$ cat src/rtl/rf_pkg.sv
// Shared register-file types: address/data widths, sequencer states, request and port-cycle structs.
package rf_pkg;

  localparam int RF_ADDR_W = 5;
  localparam int RF_DATA_W = 32;

  typedef enum logic [2:0] {
    ST_IDLE,
    ST_RD_A,
    ST_RD_B,
    ST_WR,
    ST_RESP
  } rf_state_e;

  typedef struct packed {
    logic [RF_ADDR_W-1:0] rs;
    logic [RF_ADDR_W-1:0] rt;
    logic [RF_ADDR_W-1:0] rd;
    logic                 we;
    logic [RF_DATA_W-1:0] wdata;
  } rf_req_t;

  typedef struct packed {
    logic [RF_ADDR_W-1:0] addr;
    logic                 oe;
    logic                 wr;
    logic [RF_DATA_W-1:0] wdata;
  } rf_port_t;

  // Register 0 is hardwired, so a write there is dropped entirely.
  function automatic logic req_writes(rf_req_t r);
    return r.we && (r.rd != '0);
  endfunction

endpackage

$ cat src/rtl/rf_access_seq.sv
// Serialises one rs/rt read + optional rd write onto the single-port RF; 3 cycles to rsp (4 with write).
// Holds rsp until rsp_ready, req_ready only in IDLE. RF_SEQ_ZERO_SKIP_EN skips reads of register 0.
module rf_access_seq #(
  parameter int RF_ADDR_W = 5,
  parameter int RF_DATA_W = 32
) (
  input  logic                 clk,
  input  logic                 rst,
  input  logic                 req_valid,
  output logic                 req_ready,
  input  logic [RF_ADDR_W-1:0] req_rs,
  input  logic [RF_ADDR_W-1:0] req_rt,
  input  logic [RF_ADDR_W-1:0] req_rd,
  input  logic                 req_we,
  input  logic [RF_DATA_W-1:0] req_wdata,
  output logic                 rsp_valid,
  input  logic                 rsp_ready,
  output logic [RF_DATA_W-1:0] rsp_a,
  output logic [RF_DATA_W-1:0] rsp_b,
  output logic [RF_ADDR_W-1:0] rf_reg,
  output logic                 rf_oe,
  output logic                 rf_wr,
  output logic [RF_DATA_W-1:0] rf_wdata,
  input  logic [RF_DATA_W-1:0] rf_rdata
);
  import rf_pkg::*;

`ifdef RF_SEQ_ZERO_SKIP_EN
  localparam bit ZERO_SKIP = 1'b1;
`else
  localparam bit ZERO_SKIP = 1'b0;
`endif

  rf_state_e state;
  rf_req_t   req_q;
  rf_req_t   req_in;
  rf_port_t  port_q;
  logic [RF_DATA_W-1:0] a_q;
  logic [RF_DATA_W-1:0] b_q;

  assign req_in = '{rs: req_rs, rt: req_rt, rd: req_rd, we: req_we, wdata: req_wdata};

  function automatic rf_state_e after_rd_b(rf_req_t r);
    return req_writes(r) ? ST_WR : ST_RESP;
  endfunction

  function automatic rf_state_e after_rd_a(rf_req_t r);
    return (ZERO_SKIP && r.rt == '0) ? after_rd_b(r) : ST_RD_B;
  endfunction

  function automatic rf_state_e after_idle(rf_req_t r);
    return (ZERO_SKIP && r.rs == '0) ? after_rd_a(r) : ST_RD_A;
  endfunction

  // Port pins are registered, so they are computed for the state being entered.
  function automatic rf_port_t port_for(rf_state_e s, rf_req_t r);
    rf_port_t p;
    p = '0;
    case (s)
      ST_RD_A: begin p.addr = r.rs; p.oe = 1'b1; end
      ST_RD_B: begin p.addr = r.rt; p.oe = 1'b1; end
      ST_WR:   begin p.addr = r.rd; p.wr = 1'b1; p.wdata = r.wdata; end
      default: ;
    endcase
    return p;
  endfunction

  always_ff @(posedge clk) begin
    if (rst) begin
      state     <= ST_IDLE;
      req_q     <= '0;
      port_q    <= '0;
      a_q       <= '0;
      b_q       <= '0;
      rsp_valid <= 1'b0;
    end else begin
      case (state)
        ST_IDLE: begin
          if (req_valid) begin
            req_q     <= req_in;
            a_q       <= '0;
            b_q       <= '0;
            state     <= after_idle(req_in);
            port_q    <= port_for(after_idle(req_in), req_in);
            rsp_valid <= (after_idle(req_in) == ST_RESP);
          end
        end
        ST_RD_A: begin
          a_q       <= rf_rdata;
          state     <= after_rd_a(req_q);
          port_q    <= port_for(after_rd_a(req_q), req_q);
          rsp_valid <= (after_rd_a(req_q) == ST_RESP);
        end
        ST_RD_B: begin
          b_q       <= rf_rdata;
          state     <= after_rd_b(req_q);
          port_q    <= port_for(after_rd_b(req_q), req_q);
          rsp_valid <= (after_rd_b(req_q) == ST_RESP);
        end
        ST_WR: begin
          state     <= ST_RESP;
          port_q    <= '0;
          rsp_valid <= 1'b1;
        end
        ST_RESP: begin
          if (rsp_ready) begin
            state     <= ST_IDLE;
            rsp_valid <= 1'b0;
          end
        end
        default: begin
          state     <= ST_IDLE;
          port_q    <= '0;
          rsp_valid <= 1'b0;
        end
      endcase
    end
  end

  assign req_ready = (state == ST_IDLE) && !rst;
  assign rsp_a     = a_q;
  assign rsp_b     = b_q;
  assign rf_reg    = port_q.addr;
  assign rf_oe     = port_q.oe;
  assign rf_wr     = port_q.wr;
  assign rf_wdata  = port_q.wdata;

endmodule

$ cat config.mk
export PLATFORM = sky130hd
export DESIGN_NAME = rf_access_seq
export DESIGN_NICKNAME = d
export VERILOG_FILES = /design/src/rtl/rf_pkg.sv /design/src/rtl/rf_access_seq.sv
export SDC_FILE = /design/constraint.sdc
export NUM_CORES = 1
export LEC_CHECK = 0
export ABC_AREA = 1
export ABC_CLOCK_PERIOD_IN_PS = 2900
export CAP_MARGIN = 20
export CORE_MARGIN = 3
export CORE_UTILIZATION = 25
export DETAILED_ROUTE_END_ITERATION = 6
export GPL_TIMING_DRIVEN = 0
export PLACE_DENSITY = 0.5
export SLEW_MARGIN = 20
export SYNTH_ARGS = -nofsm -noshare
export SYNTH_HDL_FRONTEND = slang
export SYNTH_SLANG_ARGS = --single-unit
$ cat constraint.sdc
create_clock -name clk -period 2.9 [get_ports clk]
set_clock_uncertainty 0.2 [all_clocks]
set_input_delay 0.29 -clock clk [delete_from_list [all_inputs] [get_ports clk]]
set_output_delay 0.29 -clock clk [all_outputs]
set_load 0.02 [all_outputs]
==> results by group, run 1 <==
Place
  – Placement Cell Area: 0.00762 mm2
  – RePlAce Congestion: 0.771
  – Dpl cells: 1,159
  – PortBufs: around 190
  – DP HPWL: between 10,000 and 15,000 um

Worst setup path
  – CP top delay family: buffers and inverters
  – CP Data Required Time: 2410 ps
  – Worst R2R End: rsp_a[3]
  – Crit-path cells: buf_4 -> nor2_8 -> nand2_2 -> nor2_1 -> clkdlybuf4s50_1
  – Setup crit start kind: flip-flop
  – Data arrival, critical path: 1920 ps
  – Slowest stage cell, crit path: clkdlybuf4s50_1
  – CP Max Fanout: 8
  – Worst R2R Setup Slack: 980 ps
  – Worst-case reg-to-reg path depth: 6
  – Reg2reg start: state[1]
  – WS Path Type: reg -> out
  – CP Buf/Inv Count: 2
  – CP endpoint kind: output port
  – Largest stage delay, worst path: 650 ps

GRT
  – Vias in the first global route: 4,852
  – Initial antenna violation count: 1
  – First-pass GRT wire length: between 20,000 and 30,000 um
  – Grt ovf: 0
  – GRT Overall Usage: between 10% and 20%
  – Largest net degree at the start of global routing: 17

Clocking
  – Clk_lat worst skew: 410 ps
  – H-tree depth: 4
  – Setup bufs post-CTS: 0
  – Root Buffer Master: clkbuf_16
  – Sink Count: 150
  – TritonCTS Buffers: 17
  – Clk buf depth: 2
  – CTS Hold Bufs: 0
  – Clock-pin slew on the worst setup and hold paths: ~60 ps
  – Post_cts resized: 0
  – CTS tree: yes

Detailed routing
  – DR WL/cell: 14.7 um
  – # DRC: 0
  – Post-Route WL: 17,500 um
  – Iteration-0 DRC Markers: 180
  – Antenna-violating nets left: 0
  – DR pass1 iterations: 4
  – DR vias/cell: 4.29
  – Vias: 5,099

Yosys
  – Synth Register Bits: 150
  – Synth Cell Area: approximately 0.0054 mm2
  – Sequential fraction of the synthesis area: a little under three fifths
  – Post-synth top area share: 55.5%
  – Top-count cell post-synth: nand2_1
  – Synth async-reset ratio: 0%
  – Ys Warns: 0
  – Mapped Cells: 697
  – Post-Syn Nets: 781
  – Top cells by area, synth: dfxtp_1, nand2_1, a21oi_1, nor2_1, o21ai_0
  – Synth Flop Type: dfxtp_1
  – Synth cell count leaders: nand2_1, dfxtp_1, a21oi_1
  – Area leader, netlist: dfxtp_1
  – Synth Area per Inst: 7.76 um2
  – EDFF count, synth: 0
  – Distinct cell type count after synthesis: 21

STA
  – Highest clock rate: 414 MHz
  – Worst slew margin: 60.7%
  – Final Max Tran Viols: 0
  – Crit share post-route: 83.2%
  – Setup_tns: 0 ps
  – Final Critical Period: 2410 ps
  – Final hold viol count: 0
  – RSZ-0062 raised after global routing: no
  – Final Setup Violations: 0
  – Worst-Margin Slew: about 590 ps

Floorplan
  – Placeable Area: 0.0212 mm2
  – Cell row count: 53
  – Total die area: around 0.023 mm2
  – Initial core utilization: 25.6%
  – Die Wd: 153 um
  – Io pins: between 150 and 200
  – Die Ht: about 150 um

Pwr
  – Pwr/cell area: 752 mW/mm2
  – VDD IR-drop max: 356 uV
  – Cell internal pwr: about 0.0044 W
  – Clock share of power: 38.3%
  – Logic pwr share: a little under a quarter
  – Pwr Total: 0.00621 W
  – Sw power: roughly 0.0018 W
  – Reg power frac: 38.8%
  – Leakage: a little over 3 nW
  – Sw frac: 29.8%

Min path
  – Hold EP: req_q[13]
  – Hold Path Cell Cnt: 3
  – HP Class: in -> reg
  – Hold Path Origin: req_wdata[13]

Layout
  – Diodes inserted: 0
  – Share of cells above drive strength 1: between 7 and 8%
  – # fillers: 2,215
  – Nets: 987
  – Design area: 0.00826 mm2
  – Area of the multi-input gates: 0.00212 mm2
  – Area occupied by registers: 0.00300 mm2
  – Max reg flops: 43
  – Top reg by flops: req_q
  – Area grow syn2layout: 52.7%
  – Fin cells: 1,189

Job
  – Maxcap violations: 0

Run status
  – Run status: finished clean
area by class of cell:
type	instances	share of cell area, %
multi-input combinational	486	25.6
tap	275	4.17
buffer	48	2.89
sequential	150	36.4
clock buffer	20	5.65
timing repair buffer	187	22.7
inverter	13	0.591
clock inverter	10	2.03
how the worst max path moves through the flow:
stage	start	to	slack [ps]	cells after the start
floorplan	state[2]	req_q[1]	1370	8
global placement	rst	req_ready	560	4
detailed placement	rst	req_ready	530	4
CTS	state[2]	req_ready	450	5
global route	state[2]	req_ready	420	5
finish	state[2]	req_ready	490	5
per-layer routing:
layer | track usage (%) | up-vias | wire (um)
met5 | 0 | - | 13
met1 | 19.6 | 2283 | 8520
li1 | - | 2659 | -
met3 | 5.38 | 10 | 1120
met2 | 22.5 | 145 | 7720
met4 | 3.86 | 2 | 149
worst register-to-register path, cell delays in order, from the launching register on:
cell and delay [ps]:
dfxtp_1 530, nor2_1 120, o21ai_2 160, nand3_1 320, buf_2 300, nand2_1 80
a21oi_1 50
stage by stage:
step                utilization (%)  hold WS, ps  setup WS [ps]
floorplan                         -          225           1370
global placement               36.0          243            560
detailed placement             36.0          249            528
CTS                            39.0          235            448
global route                   39.0          241            420
finish                         39.0          254            486
cells in the final DEF (no fill, tap or decap):
cell type        netlist  final
nand2_1              214    214
clkdlybuf4s50_1        0    187
dfxtp_1              150    150
a21oi_1              105    105
nor2_1                89     89
o21ai_0               45     45
clkbuf_1              23     23
clkbuf_16              0     17
buf_2                 14     14
nand3_1               14     14
buf_4                 11     11
nand4_1                9      9
inv_1                  8      8
inv_2                  5      5
bufinv_16              0      4
clkbuf_8               0      3
inv_6                  0      3
nor2_4                 2      2
nor2_8                 1      1
nand2_2                1      1
o21ai_2                1      1
nor3_4                 1      1
o21a_1                 1      1
nand3b_1               1      1
nor3b_1                1      1
nor3_1                 1      1
clkinv_4               0      1
clkinvlp_4             0      1
clkinv_2               0      1
cell families after synthesis:
| logic type | synth area share [%] |
|---|---|
| simple gates | 24.9 |
| compound gates | 14.2 |
| flops | 55.5 |
| buf+inv | 5.32 |
power by group through the flow:
stage | combinational, W | clock (W) | sequential, W
2_1_floorplan | 0.000704 | 0 | 0.00256
3_3_place_gp | 0.00144 | 0 | 0.00245
3_5_place_dp | 0.00144 | 0 | 0.00246
4_1_cts | 0.00145 | 0.00244 | 0.00241
5_1_grt | 0.00157 | 0.00253 | 0.00244
6_report | 0.00142 | 0.00238 | 0.00241
Note: power is estimated with default switching activity, not from simulation.
==> run 2, diff against run 1 <==
ABC_CLOCK_PERIOD_IN_PS = 2100   (was 2900)
PLACE_DENSITY = 0.52   (was 0.5)
clock period = 2.1 ns   (was 2.9 ns; I/O delays follow)
==> run 2 against run 1 <==
Net effect:
- clock-buffer cell count fell by 1
- global-route usage rose by 0.34 points
- highest routed layer unchanged
- critical endpoint is now req_q[1]
- critical path type is now reg -> reg
- utilization grew 0.053 points
- routed wire length grew 1.1%
==> results by group, run 2 (synthesis gave the netlist of run 1 again) <==
Run status
  – Run status: finished clean

Detailed routing
  – DR pass1 iterations: 4 (unchanged)
  – Antenna-violating nets left: 0 (unchanged)
  – # DRC: 0 (unchanged)
  – Iteration-0 DRC Markers: 267 (+48%)
  – DR WL/cell: 14.9 um (+1.1%)
  – DR vias/cell: 4.36 (+1.7%)
  – Vias: 5,188 (+1.7%)
  – Post-Route WL: 17,700 um (+1.1%)

STA
  – Final Critical Period: approximately 1900 ps
  – Worst setup margin: 199 ps (-287 ps)
  – Final Max Tran Viols: 0 (unchanged)
  – RSZ-0062 raised after global routing: no
  – Final hold viol count: 0 (unchanged)
  – Final Setup Violations: 0 (unchanged)
  – Crit share post-route: 90.5%
  – Worst-Margin Slew: 689 ps (+99.1 ps)
  – Highest clock rate: about 530 MHz
  – Worst slew margin: 54.1% (-6.6 points)

Worst setup path
  – CP top delay family: simple AND/OR/NAND/NOR gates
  – Worst R2R Setup Slack: 200 ps (-780 ps)
  – CP Buf/Inv Count: 3 (+1)
  – WS Path Type: reg -> reg
  – Largest stage delay, worst path: 300 ps (-350 ps)
  – Crit-path cells: buf_4 -> nor2_8 -> nand2_2 -> nor2_4 -> inv_2 -> buf_2 -> nor2_1 -> nor2_1
  – Crit path from: state[2]
  – Data arrival, critical path: 2020 ps (+100 ps)
  – Worst-case reg-to-reg path depth: 8 (+2)
  – Worst R2R End: req_q[1]
  – Slowest stage cell, crit path: dfxtp_1
  – Setup crit start kind: flip-flop
  – CP endpoint kind: flip-flop
  – Reg2reg start: state[2]
  – Critical path's most frequent cell: nor2_1
  – CP Max Fanout: 10 (+2)
  – CP Data Required Time: 2220 ps (-190 ps)

Layout
  – Max reg flops: 43 (unchanged)
  – Most frequent cells in the layout: nand2_1, clkdlybuf4s50_1, dfxtp_1
  – Diodes inserted: 0 (unchanged)
  – Area grow syn2layout: 52.9%
  – Nets: 987 (unchanged)
  – Top reg by flops: req_q
  – Area occupied by registers: 0.00300 mm2 (unchanged)
  – Share of cells above drive strength 1: 7.33% (+0.11 points)
  – Most common cell after layout, fill and taps aside: nand2_1
  – Design area: 0.00827 mm2 (+0.14%)
  – Area of the multi-input gates: 0.00212 mm2 (unchanged)
  – # fillers: 2,240 (+1.1%)

Min path
  – HP Class: in -> reg
  – Hold Path Cell Cnt: 3 (unchanged)
  – Hold EP: req_q[13]
  – Hold Path Origin: req_wdata[13]

Clocking
  – Clk buf depth: 2 (unchanged)
  – Clock-pin slew on the worst setup and hold paths: 60 ps (about the same)
  – Root Buffer Master: clkbuf_16
  – Clk_lat worst skew: 420 ps (about the same)
  – CTS tree: yes
  – H-tree depth: 4 (unchanged)
  – TritonCTS Buffers: 17 (unchanged)
  – Sink Count: 150 (unchanged)

Floorplan
  – Die Wd: 153 um (unchanged)
  – Total die area: 0.0234 mm2 (unchanged)
  – Placeable Area: 0.0212 mm2 (unchanged)
  – Io pins: 189 (unchanged)
  – Die Ht: 153 um (unchanged)
  – Initial core utilization: 25.6% (unchanged)
  – Cell row count: 53 (unchanged)

GRT
  – Vias in the first global route: 5,011 (+3.3%)
  – Initial antenna violation count: 2 (+1)
  – First-pass GRT wire length: 27,800 um (+2.7%)
  – GRT Overall Usage: 15.0% (+0.34 points)
  – Grt ovf: 0 (unchanged)
  – Largest net degree at the start of global routing: 17 (unchanged)

Place
  – Dpl ws: -136 ps (-664 ps)
  – DP HPWL: 12,700 um (-0.11%)
  – Placement Cell Area: 0.00762 mm2 (unchanged)
  – RePlAce Congestion: 0.785 (+1.8%)
  – PortBufs: 187 (unchanged)

Pwr
  – VDD IR-drop max: 538 uV (+51%)
  – Pwr Total: 0.00869 W (+40%)
  – Leakage: 3.03 nW (+0.24%)
  – Pwr/cell area: 1050 mW/mm2 (+40%)

Job
  – Maxcap violations: 0 (unchanged)
## run 2: cell count changes in the layout (fill, tap and decap cells not counted), sizes merged
| cell | delta |
|---|---|
| bufinv | +1 |
| clkdlybuf4s50 | -1 |
| clkinv | +1 |
| inv | -1 |
## run 2: timing repair
item	CTS	global route
resized for setup	1	2
endpoints found under the setup margin	1	1
setup buffers	0	0
hold buffers	0	0
pin swaps	0	0
## run 2: worst max-delay path by stage
stage / end / slack (ps) / depth (start not counted)
after CTS: req_ready / 10 / 5
after detailed placement: req_ready / -140 / 4
after global routing: req_q[40] / 30 / 8
final: req_q[1] / 200 / 8
after global placement: rsp_a[7] / -110 / 7
after floorplan: req_q[1] / 570 / 8
## run 2: per-stage QoR
stage,instances,util (%),setup TNS (ps),hold slack (ps)
after floorplan,697,-,0,145
after global placement,1159,36.0,-3130,244
after detailed placement,1159,36.0,-4400,247
after CTS,1189,39.1,0,150
after global routing,1189,39.1,0,155
final,1189,39.1,0,168
## run 2: area by class of cell
class                   count  share of cell area, %
plain buffers              48                   2.89
clock buffers              19                   5.48
repair buffers            187                   22.6
inverters                  13                  0.590
well taps                 275                   4.16
clock inverters            11                   2.39
flip-flops and latches    150                   36.3
multi-input cells         486                   25.6
## run 2: worst reg2reg max path: cells and delay by family, from the launching register on
family	cells	cell delay (ps)
and+or+nand+nor	5	750
buffers and inverters	3	550
DFF	1	300
## run 2: per-layer routing
layer / share of wire (%) / track usage [%] / vias up
met1: 47 / 19.8 / 2345
li1: - / - / 2663
met2: 45 / 23.4 / 162
met5: 0.15 / 0 / -
met4: 0.78 / 3.35 / 4
met3: 7.1 / 5.83 / 14
## run 2: power by group
group	switching (W)	internal, W
combinational	0.00120	0.000763
clock	0.00123	0.00217
sequential	0.000164	0.00317
